**src/rtl/input_debounce4.sv**
```systemverilog
// -----------------------------------------------------------------------------
// input_debounce4
//
// Four-channel synchronizer and debouncer for raw switch/button levels.
// Each channel has a two-flop synchronizer followed by a small debounce FSM
// with a stability counter. A level change is accepted only after it has been
// seen on STABLE_CNT+1 consecutive synchronized samples. The debounced levels
// feed the downstream two-pair AND-OR combiner (bit 0 -> a, 1 -> b, 2 -> c,
// 3 -> d), so they come straight from registers with no combinational path
// from raw_in.
//
// Optional feature macro: DEBOUNCE_EDGE_EN
//   defined   : rise/fall one-cycle edge pulse registers are built.
//   undefined : rise/fall are tied to 4'b0000 (ports stay present).
//
// Parameters:
//   CNT_W      width of each per-channel stability counter
//   STABLE_CNT agreeing samples required after first detection
//              (legal: 2 <= STABLE_CNT <= 2**CNT_W - 1)
//
// Ports:
//   clk        system clock, rising edge
//   rst_n      synchronous active-low reset
//   raw_in     raw asynchronous inputs, one per channel
//   clean_out  debounced levels
//   rise       one-cycle pulse on clean_out[i] 0->1
//   fall       one-cycle pulse on clean_out[i] 1->0
//
// Debounce FSM states (per channel):
//   state     | meaning
//   ----------+-------------------------------------------------------------
//   STABLE_LO | output low, synchronized input agrees
//   PEND_HI   | output low, input seen high, counting agreeing samples
//   STABLE_HI | output high, synchronized input agrees
//   PEND_LO   | output high, input seen low, counting agreeing samples
// -----------------------------------------------------------------------------
module input_debounce4 #(
  parameter int CNT_W      = 16,
  parameter int STABLE_CNT = 50000
) (
  input  logic       clk,
  input  logic       rst_n,
  input  logic [3:0] raw_in,
  output logic [3:0] clean_out,
  output logic [3:0] rise,
  output logic [3:0] fall
);

  typedef enum logic [1:0] {
    STABLE_LO = 2'd0,
    PEND_HI   = 2'd1,
    STABLE_HI = 2'd2,
    PEND_LO   = 2'd3
  } state_t;

  // The counter starts at 0 on PEND entry, so reaching STABLE_CNT-1 while the
  // input still agrees means STABLE_CNT+1 agreeing samples including the one
  // that caused the PEND entry.
  localparam logic [CNT_W-1:0] CNT_LAST = CNT_W'(STABLE_CNT - 1);
  localparam logic [CNT_W-1:0] CNT_ONE  = CNT_W'(1);

  logic [3:0] s1;
  logic [3:0] s2;

  always_ff @(posedge clk) begin
    if (!rst_n) begin
      s1 <= 4'b0000;
      s2 <= 4'b0000;
    end else begin
      s1 <= raw_in;
      s2 <= s1;
    end
  end

  for (genvar i = 0; i < 4; i++) begin : g_ch
    state_t           state_q;
    state_t           state_d;
    logic [CNT_W-1:0] cnt_q;
    logic [CNT_W-1:0] cnt_d;
    logic             clean_q;
    logic             clean_d;
    logic             at_last;

    assign at_last = (cnt_q == CNT_LAST);

    always_ff @(posedge clk) begin
      if (!rst_n) begin
        state_q <= STABLE_LO;
        cnt_q   <= '0;
        clean_q <= 1'b0;
      end else begin
        state_q <= state_d;
        cnt_q   <= cnt_d;
        clean_q <= clean_d;
      end
    end

    always_comb begin
      state_d = state_q;
      cnt_d   = cnt_q;
      clean_d = clean_q;
      case (state_q)
        STABLE_LO: begin
          if (s2[i]) begin
            state_d = PEND_HI;
            cnt_d   = '0;
          end
        end
        PEND_HI: begin
          if (!s2[i]) begin
            state_d = STABLE_LO;
            cnt_d   = '0;
          end else if (at_last) begin
            state_d = STABLE_HI;
            clean_d = 1'b1;
          end else begin
            cnt_d = cnt_q + CNT_ONE;
          end
        end
        STABLE_HI: begin
          if (!s2[i]) begin
            state_d = PEND_LO;
            cnt_d   = '0;
          end
        end
        PEND_LO: begin
          if (s2[i]) begin
            state_d = STABLE_HI;
            cnt_d   = '0;
          end else if (at_last) begin
            state_d = STABLE_LO;
            clean_d = 1'b0;
          end else begin
            cnt_d = cnt_q + CNT_ONE;
          end
        end
        default: begin
          state_d = STABLE_LO;
          cnt_d   = '0;
          clean_d = 1'b0;
        end
      endcase
    end

    assign clean_out[i] = clean_q;

`ifdef DEBOUNCE_EDGE_EN
    // clean_d only differs from clean_q on the edge that leaves a PEND state,
    // so registering the difference gives exactly one pulse per accepted edge,
    // aligned with the clean_out update. Rise and fall are mutually exclusive
    // by construction.
    logic rise_q;
    logic fall_q;

    always_ff @(posedge clk) begin
      if (!rst_n) begin
        rise_q <= 1'b0;
        fall_q <= 1'b0;
      end else begin
        rise_q <= clean_d & ~clean_q;
        fall_q <= ~clean_d & clean_q;
      end
    end

    assign rise[i] = rise_q;
    assign fall[i] = fall_q;
`else
    assign rise[i] = 1'b0;
    assign fall[i] = 1'b0;
`endif
  end

endmodule

```
**config.mk**
```make
export PLATFORM = sky130hd
export DESIGN_NAME = input_debounce4
export DESIGN_NICKNAME = d
export VERILOG_FILES = /design/src/rtl/input_debounce4.sv
export SDC_FILE = /design/constraint.sdc
export NUM_CORES = 1
export LEC_CHECK = 0
export ABC_AREA = 1
export CAP_MARGIN = 40
export CELL_PAD_IN_SITES_DETAIL_PLACEMENT = 2
export CELL_PAD_IN_SITES_GLOBAL_PLACEMENT = 2
export CORE_MARGIN = 4
export CORE_UTILIZATION = 30
export DETAILED_ROUTE_END_ITERATION = 8
export GPL_TIMING_DRIVEN = 0
export PLACE_DENSITY = 0.72
export SYNTH_ARGS = -nofsm -noshare
export SYNTH_HDL_FRONTEND = slang
export SYNTH_SLANG_ARGS = --single-unit
```
**constraint.sdc**
```tcl
create_clock -name clk -period 1.8 [get_ports clk]
set_input_delay 0.18 -clock clk [delete_from_list [all_inputs] [get_ports clk]]
set_output_delay 0.18 -clock clk [all_outputs]
set_load 0.005 [all_outputs]
```
==> reports/metrics.cfg, run 1 <==
[final_layout]
antenna-diode-count = 0
layout-area-overhead-vs-synth_pct = 16.0
seqCellArea_um2 = 1680
stdcell_count = 865
drive_above_1_share_pct = 9.49
fillerInstances = 1730
multi_input_area_um2 = 2230
number_of_nets_in_the_finished_design = 690

[pwr]
p_per_area_nw_per_um2 = 811
report.power.total_uw = 4080
leakage_uw = 0.00197
vdd_ir_drop_max_uv = 568

[synth]
synth-simple-area-share_pct = 35.9
combinational_family_with_the_most_area_after_synthesis = simple AND/OR/NAND/NOR gates
netlist_instances = 652
yosysSeqAreaShare_pct = 38.8
synth_compound_area_share_pct = 9.26
cell_types_occupying_the_most_area_after_synthesis = dfxtp_1 (39%), nand2_1 (13%), nor2_1 (9.2%), inv_1 (8.0%), nand3_1 (5.9%)
synth-warning-count = 0
netlist-cell-type-count = 36
post_synthesis_share_of_cell_area_spent_on_full_adders_half_adders_and_majority_gates_pct = 1.15
synthArstFlopShare_pct = 0
synth-main-ff-cell = dfxtp_1
post-synth-top-area-fraction_pct = 38.8
synth.mux.area_fraction_pct = 0
mean_syn_cell_area_um2 = 6.65
synth_xor_xnor_area_share_pct = 3.78
postSynthRegisterBits = 84
synth.largest_area_cell = dfxtp_1
netlist_area_pre_place_um2 = 4340
synth_edf_count = 0

[grt]
met3_usage_pct = 3.88
first_global_vias = 4488
met1_grt_util_pct = 19.4
grtUsageMet2_pct = 28.8
gr-usage-all-layers_pct = 16.0
grt.busiest_layer = met2
grt_first_pass_wirelength_um = 21300
antenna_violations_before_repair = 0
largest_net_degree_at_the_start_of_global_routing = 15
grt_remaining_overflow = 0

[clocking]
clock_sinks = 84
h-tree-depth = 3
tritoncts_clock_tree = done
cts_inserted_buffers = 9
worst_setup_hold_path_clk_slew_ps = 70
cts-root-to-sink-buffers = 2
clock-root-buffer = clkbuf_16
clock_latency_on_the_worst_skew_pair_ps = 350

[place]
hpwl_um = 9380
placed_cells = 847
globalplace.congestion = 0.772
placement.io_buffers = 8

[detailed_routing]
detail-route-antenna-nets = 0
first_iter_violations = 168
dr_total_vias = 4109
viasPerCell = 4.75
wl_per_cell_um = 14.1
routed_wl_um = 12200
drcViolationCount = 0
drtPass1Iterations = 4

[worst_setup_path]
critical-path-top-cell-by-count = nand2_1
endpoint_kind = register
setup.reg_to_reg.worst_slack_ps = 130
critical_path_required_ps = 2010
crit_slowest_cell = dfxtp_1
timing.critical_path.slowest_cell_delay_ps = 360
worst_setup_path_start_kind = register
path_max_fanout = 6
criticalPathCategory = reg -> reg
crit_chain = ha_1, nand2_1, nor2_2, inv_1, nor2_1, nand2_2, nand2_2, nand2_1, nand2_1, a21oi_1
crit_arrival_ps = 1880

[floorplanning]
floorplan.die_area_um2 = 16400
die_width_um = 128
fp-row-count = 43
core_area_um2 = 14000
initial_utilization_pct = 30.9
die_h_um = 128
ioPinCount = 18

[timing]
final_period_minus_worst_setup_slack_ps = 1670
setup_viol = 0
finalMaxSlewViolations = 0
totalNegativeSetupSlack_ps = 0
tightest_slew_ps = 571
achievable-frequency_mhz = 597
final-hold-violation-count = 0
fin_worst_skew_ps = 7.44
timing.slew.headroom_pct = 62.0
finalCritPeriodShare_pct = 93.0
holdWs_ps = 209

[run_status]
run_status = completed

[min_path]
hold_path.class = in -> reg

[run]
drv.max_cap_violation_count = 0

## logic make-up (layout without fill, tap and decap cells)
kind of cell | count (synthesis) | in the layout
AOI/OAI and AO/OA | 72 | 72
xor gates and xnor gates | 17 | 17
adders and majority gates | 4 | 4
buffers and inverters | 113 | 139
DFF | 84 | 84
other | 1 | 8
and+or+nand+nor | 361 | 361
## routing by layer
metal	vias up	routed length (um)
li1	2104	-
met1	1967	5740
met2	31	6090
met3	7	285
met4	0	93
met5	-	0
## where the power goes
part | internal (uW) | switching [uW] | leakage [uW] | total, uW
sequential | 1870 | 11.2 | 0.000678 | 1880
clock | 1220 | 802 | 0.000149 | 2020
combinational | 58.0 | 121 | 0.00115 | 179
total | 3150 | 934 | 0.00197 | 4080
## area by class of cell
cell class | instances | share of cell area [%]
Inverter | 94 | 7.01
Tap cell | 180 | 4.48
Buffer | 19 | 2.51
Clock inverter | 6 | 1.77
Timing Repair Buffer | 10 | 1.89
Multi-Input combinational cell | 462 | 44.4
Clock buffer | 10 | 4.55
Sequential cell | 84 | 33.4
## cells in the final DEF, fill, tap and decap left out, types with 2 or more instances in the layout
master and n:
nand2_1 146, nor2_1 101, inv_1 92, dfxtp_1 84, nand3_1 50, a21oi_1 33, o21ai_0 21, nor3_1 18
nand4_1 17, buf_4 14, xor2_1 11, nor2_2 10, nand2_2 9, clkbuf_16 9, conb_1 8, clkdlybuf4s50_1 8
o21ai_1 5, xnor2_1 4, ha_1 4, a31oi_1 3, clkbuf_1 3, a21oi_2 3, inv_2 2, buf_2 2
buf_1 2, nor3_2 2, and3_1 2, nor2_4 2, o21bai_1 2, o211ai_1 2, o21a_1 2, bufinv_16 2
clkinvlp_4 2
## metrics by stage
| stage | setup WS [ps] | util (%) | cell area [um2] |
|---|---|---|---|
| 2_1_floorplan | 396 | - | 4360 |
| 3_3_place_gp | 116 | 33.2 | 4670 |
| 3_5_place_dp | 35.0 | 33.2 | 4670 |
| 4_1_cts | 29.4 | 35.5 | 4980 |
| 5_1_grt | -12.6 | 35.8 | 5030 |
| 6_report | 125 | 35.8 | 5030 |
## final timing paths
check / startpoint / end / cells after the start
setup reg to reg: g_ch[2].cnt_q[1] / register / 10
hold reg to reg: s1[1] / s2[1] / 2
hold / removal: rst_n / register / 3
setup / recovery: g_ch[2].cnt_q[1] / register / 10
## flip-flops by register name (all words and copies together) (netlist names), named ones only
register      cells
g_ch.state_q      4
s2                4
s1                4
g_ch.cnt_q       64
g_ch.clean_q      4
## synth_stat cells (4+ instances only)
| cell type | n |
|---|---|
| nor2_1 | 106 |
| ha_1 | 4 |
| xnor2_1 | 4 |
| inv_1 | 92 |
| nand2_1 | 149 |
| nand4_1 | 17 |
| o21ai_1 | 5 |
| nor2_2 | 6 |
| dfxtp_1 | 84 |
| nand2_2 | 6 |
| a21oi_1 | 33 |
| o21ai_0 | 21 |
| buf_4 | 12 |
| nand3_1 | 51 |
| nor3_1 | 18 |
| xor2_1 | 11 |
## repair_timing
action                     in CTS  in global routing
buffers inserted                0                  2
setup endpoints to repair       0                 11
hold buffers                    0                  0
resized for setup               0                 10
## critical path: cells and delay by family (launching register included)
kind                       cells  cell delay (ps)
AOI/OAI and AO/OA              1               60
adders and majority gates      1              180
buffers and inverters          1               50
DFF                            1              360
and+or+nand+nor                7              890
No activity file was read; power rests on OpenSTA's default activity.
==> run 2, diff against run 1 <==
- REMOVE_ABC_BUFFERS: unset -> 1
==> run 2 against run 1 <==
Design area decreased by 1.7%. Sequential share of layout area increased by 0.65 points. Via count increased by 1.4%. Global-route usage about the same. Die area unchanged. Power decreased by 6.6%. Sequential power about the same. Core utilization decreased by 0.61 points. Clock power decreased by 13%. Hold slack improved by 160 ps. Critical path depth decreased by 5.
==> reports/metrics.cfg, run 2 (synthesis results as in run 1) <==
[timing]
setup_viol = 0  ; unchanged
finalCritPeriodShare_pct = 92.1  ; -0.98 points
achievable-frequency_mhz = 604  ; +1.1%
tightest_slew_ps = 620  ; +49.2 ps
final-hold-violation-count = 0  ; unchanged
timing.slew.headroom_pct = 58.7  ; -3.3 points
finalMaxSlewViolations = 0  ; unchanged
totalNegativeSetupSlack_ps = 0  ; unchanged
final_period_minus_worst_setup_slack_ps = 1660  ; -17.6 ps
fin_worst_skew_ps = 4.69  ; -2.75 ps

[clocking]
clock_sinks = 84  ; unchanged
h-tree-depth = 3  ; unchanged
clock-root-buffer = clkbuf_16
cts_inserted_buffers = 9  ; unchanged
tritoncts_clock_tree = done
cts-root-to-sink-buffers = 2  ; unchanged
clock_latency_on_the_worst_skew_pair_ps = 340  ; about the same
worst_setup_hold_path_clk_slew_ps = 60  ; about the same

[final_layout]
number_of_nets_in_the_finished_design = 679  ; -1.6%
drive_above_1_share_pct = 8.17  ; -1.3 points
layout-area-overhead-vs-synth_pct = 14.1
antenna-diode-count = 0  ; unchanged
largest_reg_flops = 64  ; unchanged
fillerInstances = 1675  ; -3.2%
final_core_util_pct = 35.2  ; -0.61 points
mostFrequentLayoutCell = nand2_1
finalInstanceArea_um2 = 4940  ; -1.7%
stdcell_count = 853  ; -1.4%
max_flop_register = g_ch.cnt_q
final_cell_mix = nand2_1 (147), nor2_1 (101), inv_1 (91)

[place]
globalplace.congestion = 0.773  ; +0.16%
placed_cells = 830  ; -2.0%
placedInstanceArea_um2 = 4570  ; -2.2%
hpwl_um = 9320  ; -0.58%
placement.io_buffers = 9  ; +1

[floorplanning]
floorplan.die_area_um2 = 16400  ; unchanged
core_area_um2 = 14000  ; unchanged
initial_utilization_pct = 30.9  ; unchanged
fp-row-count = 43  ; unchanged
ioPinCount = 18  ; unchanged
die_h_um = 128  ; unchanged
die_width_um = 128  ; unchanged

[worst_setup_path]
criticalPathCategory = reg -> reg
crit_chain = xnor2_1, nand2_1, a21oi_2, o21ai_0, nor2_1
critical_path_required_ps = 2080  ; +70 ps
endpoint_kind = register
setup.reg_to_reg.worst_slack_ps = 140  ; +20 ps
worst_setup_path_start_kind = register
crit_arrival_ps = 1940  ; +60 ps
path_max_fanout = 6  ; unchanged
crit_slowest_cell = dfxtp_1
timing.critical_path.slowest_cell_delay_ps = 490  ; +130 ps

[detailed_routing]
detail-route-antenna-nets = 0  ; unchanged
dr_total_vias = 4166  ; +1.4%
first_iter_violations = 108  ; -36%
routed_wl_um = 12300  ; +0.66%
drcViolationCount = 0  ; unchanged
viasPerCell = 4.88  ; +2.8%
drtPass1Iterations = 4  ; unchanged
wl_per_cell_um = 14.4  ; +2.1%

[pwr]
report.power.total_uw = 3810  ; -6.6%
p_per_area_nw_per_um2 = 771  ; -4.9%
vdd_ir_drop_max_uv = 415  ; -27%
leakage_uw = 0.00193  ; -2.0%

[run_status]
run_status = completed

[grt]
antenna_violations_before_repair = 0  ; unchanged
grt_remaining_overflow = 0  ; unchanged
grt_first_pass_wirelength_um = 21500  ; +0.77%
gr-usage-all-layers_pct = 16.0  ; -0.020 points
first_global_vias = 4434  ; -1.2%
largest_net_degree_at_the_start_of_global_routing = 17  ; +2

[run]
drv.max_cap_violation_count = 0  ; unchanged

[min_path]
hold_path.class = in -> reg

[run 2: cell count changes in the layout (fill, tap and decap cells not counted), sizes merged]
cell / delta
buf: -10
bufinv: -2
clkbuf: +1
clkinvlp: -1
dlygate4sd2: +1
inv: -1
[run 2: layout make-up]
cell class,count,area [um2],share of cell area (%)
clock buffer,13,260,5.26
multi-input combinational,462,2240,45.4
sequential,84,1690,34.1
inverter,94,357,7.21
tap,180,225,4.55
clock inverter,2,10.0,0.202
timing repair buffer,18,164,3.31
[run 2: layer usage]
| metal | track usage, % | vias up | wire [um] |
|---|---|---|---|
| met5 | 0 | - | 0 |
| met4 | 5.62 | 0 | 157 |
| met3 | 2.38 | 12 | 206 |
| met2 | 29.2 | 23 | 6430 |
| met1 | 19.0 | 2051 | 5500 |
| li1 | - | 2080 | - |
[run 2: worst paths after layout]
check | end | start | cells after the start
setup / recovery | g_ch[1].cnt_q[13] | s2[1] | 5
hold reg to reg | s2[0] | s1[0] | 2
hold / removal | s1[2] | raw_in[2] | 3
setup reg to reg | g_ch[1].cnt_q[13] | s2[1] | 5
[run 2: timing repair]
item	CTS	global route
buffers inserted	3	5
pin swaps	0	2
setup endpoints to repair	25	16
hold buffers	0	0
gates resized for setup	5	9
[run 2: through the flow]
stage                     hold slack (ps)  setup slack, ps
after global placement                401            -1290
after global routing                  377            -27.7
after CTS                             364             62.0
after detailed placement              407             -768
after floorplan                       273              349
final                                 372              143
[run 2: power breakdown]
part | leakage (uW) | total [uW] | switching, uW | internal (uW)
Combinational | 0.00112 | 171 | 115 | 56.6
Clock | 0.000135 | 1750 | 753 | 1000
Sequential | 0.000679 | 1890 | 16.7 | 1870
Total | 0.00193 | 3810 | 884 | 2930
[run 2: critical path, delay by kind of cell (launching register included)]
family / cells / cell delay (ps)
flops: 1 / 490
compound gates: 2 / 570
simple gates: 2 / 280
xor+xnor: 1 / 250
==> run 3, diff against run 2 <==
- CTS_BUF_LIST: unset -> sky130_fd_sc_hd__clkbuf_4 sky130_fd_sc_hd__clkbuf_8
- clock period: 1.8 -> 2.13 ns (I/O delays scaled with it)
==> run 3 against run 2 <==
Non-clock buffer count decreased by 8. Sequential cell count is the same. Wire length shrank 2.7%. Hold slack better by 4.0 ps. Core utilization down 1.4 points. Register-to-register slack improved by 160 ps. First-iteration DRC count fell by 11%. Clock power fell by 37%. Power is 26% lower. Critical path depth unchanged. Combinational power is 22% lower. Critical endpoint is now g_ch[0].cnt_q[9].
==> reports/metrics.cfg, run 3 (synthesis results as in run 1) <==
[pwr]
report.power.total_uw = 2830  ; -26%
comb_power_share_pct = 4.7  ; +0.2 points
p_per_area_nw_per_um2 = 595  ; -23%
vdd_ir_drop_max_uv = 228  ; -45%
netSwitchingPower_uw = 702  ; -21%
power_frac_seq_pct = 56.4  ; +6.9 points
clkPwrFrac_pct = 38.9  ; -7.1 points
int_power_uw = 2120  ; -27%
leakage_uw = 0.00184  ; -5.0%
switching_share_pct = 24.8  ; +1.6 points

[grt]
first_global_vias = 4383  ; -1.2%
gr-usage-all-layers_pct = 15.8  ; -0.22 points
grt_remaining_overflow = 0  ; unchanged
antenna_violations_before_repair = 0  ; unchanged
largest_net_degree_at_the_start_of_global_routing = 17  ; unchanged
grt_first_pass_wirelength_um = 21100  ; -1.7%

[run_status]
run_status = completed

[min_path]
worst_hold_path.endpoint = s1[2]
hold_path.class = in -> reg
whs_path_depth = 3  ; unchanged
hold_path.startpoint = raw_in[2]

[worst_setup_path]
reg2reg_depth = 6  ; +1
critical_path_required_ps = 2430  ; +350 ps
critical_path.reg2reg.startpoint = s2[1]
rr_endpoint = g_ch[1].cnt_q[9]
crit_arrival_ps = 2250  ; +310 ps
worst_setup_path_start_kind = input pin
criticalPathCategory = in -> reg
path_max_fanout = 13  ; +7
setup.reg_to_reg.worst_slack_ps = 300  ; +160 ps
endpoint_kind = register

[detailed_routing]
detail-route-antenna-nets = 0  ; unchanged
routed_wl_um = 12000  ; -2.7%
drtPass1Iterations = 5  ; +1
dr_total_vias = 4129  ; -0.89%
drcViolationCount = 0  ; unchanged
viasPerCell = 4.89  ; about the same
wl_per_cell_um = 14.1  ; -1.8%
first_iter_violations = 96  ; -11%

[run]
drv.max_cap_violation_count = 0  ; unchanged

[floorplanning]
die_width_um = 128  ; unchanged
initial_utilization_pct = 30.9  ; unchanged
floorplan.die_area_um2 = 16400  ; unchanged
die_h_um = 128  ; unchanged
ioPinCount = 18  ; unchanged
fp-row-count = 43  ; unchanged
core_area_um2 = 14000  ; unchanged

[place]
placement.io_buffers = 9  ; unchanged
globalplace.congestion = 0.773  ; unchanged
hpwl_um = 9320  ; unchanged
placed_cells = 830  ; unchanged

[clocking]
cts_resized = 1  ; -4
clock_latency_on_the_worst_skew_pair_ps = 370  ; +30 ps
cts_inserted_buffers = 9  ; unchanged
hold_buffers = 0  ; unchanged
cts-root-to-sink-buffers = 2  ; unchanged
worst_setup_hold_path_clk_slew_ps = 80  ; +20 ps
post_cts_buffers = 0  ; -3
clock-root-buffer = clkbuf_8
clock_sinks = 84  ; unchanged
h-tree-depth = 3  ; unchanged
tritoncts_clock_tree = done

[final_layout]
largest_reg_flops = 64  ; unchanged
seqCellArea_um2 = 1680  ; -0.22%
layout-area-overhead-vs-synth_pct = 9.55
stdcell_count = 845  ; -0.94%
fillerInstances = 1695  ; +1.2%
antenna-diode-count = 0  ; unchanged
drive_above_1_share_pct = 6.02  ; -2.2 points
max_flop_register = g_ch.cnt_q
number_of_nets_in_the_finished_design = 671  ; -1.2%
mostFrequentLayoutCell = nand2_1
multi_input_area_um2 = 2210  ; -1.6%
final_cell_mix = nand2_1 (149), nor2_1 (106), inv_1 (92)

[timing]
timing.slew.headroom_pct = 54.5  ; -4.2 points
finalCritPeriodShare_pct = 91.6
fin_worst_skew_ps = 8.91  ; +4.23 ps
tightest_slew_ps = 683  ; +62.7 ps
final_period_minus_worst_setup_slack_ps = 1950
setup_viol = 0  ; unchanged
finalMaxSlewViolations = 0  ; unchanged
final-hold-violation-count = 0  ; unchanged
rsz_0062_raised_after_global_routing = no
achievable-frequency_mhz = 513

## run 3: changes by cell type in the layout (fill, tap and decap cells not counted), moves of 5 or more
| cell | previous run | this run |
|---|---|---|
| clkbuf_8 | 2 | 11 |
| nor2_2 | 11 | 6 |
| buf_4 | 8 | 0 |
| clkbuf_16 | 9 | 0 |
| nor2_1 | 101 | 106 |
## run 3: power groups by stage
stage | Combinational (uW) | Clock, uW | Sequential [uW]
CTS | 137 | 1150 | 1590
detailed placement | 135 | 0 | 1630
global route | 153 | 1230 | 1600
floorplan | 80.3 | 0 | 1630
finish | 133 | 1100 | 1590
global placement | 125 | 0 | 1630
## run 3: cell type report
cell class | count | area share, %
clock buffer | 13 | 3.50
clock inverter | 2 | 0.211
inverter | 94 | 7.43
multi-input combinational | 462 | 46.5
sequential | 84 | 35.4
tap | 180 | 4.74
timing repair buffer | 10 | 2.21
## run 3: critical path, stage by stage
cell	delay [ps]
clkdlybuf4s50_1	810
inv_1	430
a21oi_4	450
o21ai_0	200
nor2_1	140
## run 3: worst max-delay path by stage
stage	startpoint	cells past startpoint	slack, ps	endpoint
after detailed placement	rst_n	5	-470	g_ch[0].cnt_q[5]
after global routing	rst_n	5	20	g_ch[0].cnt_q[5]
after floorplan	s2[1]	6	680	g_ch[1].cnt_q[13]
after CTS	rst_n	5	110	g_ch[0].cnt_q[9]
final	rst_n	5	180	g_ch[0].cnt_q[9]
after global placement	rst_n	5	-990	g_ch[0].cnt_q[5]
## run 3: layer usage
layer / global-route usage (%) / share of wire [%] / vias up
li1: - / - / 2062
met1: 19.1 / 46 / 2027
met2: 27.9 / 50 / 24
met3: 2.71 / 1.6 / 16
met4: 5.87 / 1.9 / 0
met5: 0 / 0 / -
## run 3: through the flow
step / TNS [ps] / utilization (%) / cell area [um2] / worst slack (ps) / hold slack (ps)
6_report: 0 / 33.8 / 4750 / 180 / 376
5_1_grt: 0 / 33.8 / 4750 / 16.1 / 367
4_1_cts: 0 / 33.8 / 4750 / 114 / 357
2_1_floorplan: 0 / - / 4240 / 679 / 306
3_5_place_dp: -6310 / 32.5 / 4570 / -471 / 407
3_3_place_gp: -23110 / 32.4 / 4550 / -989 / 401
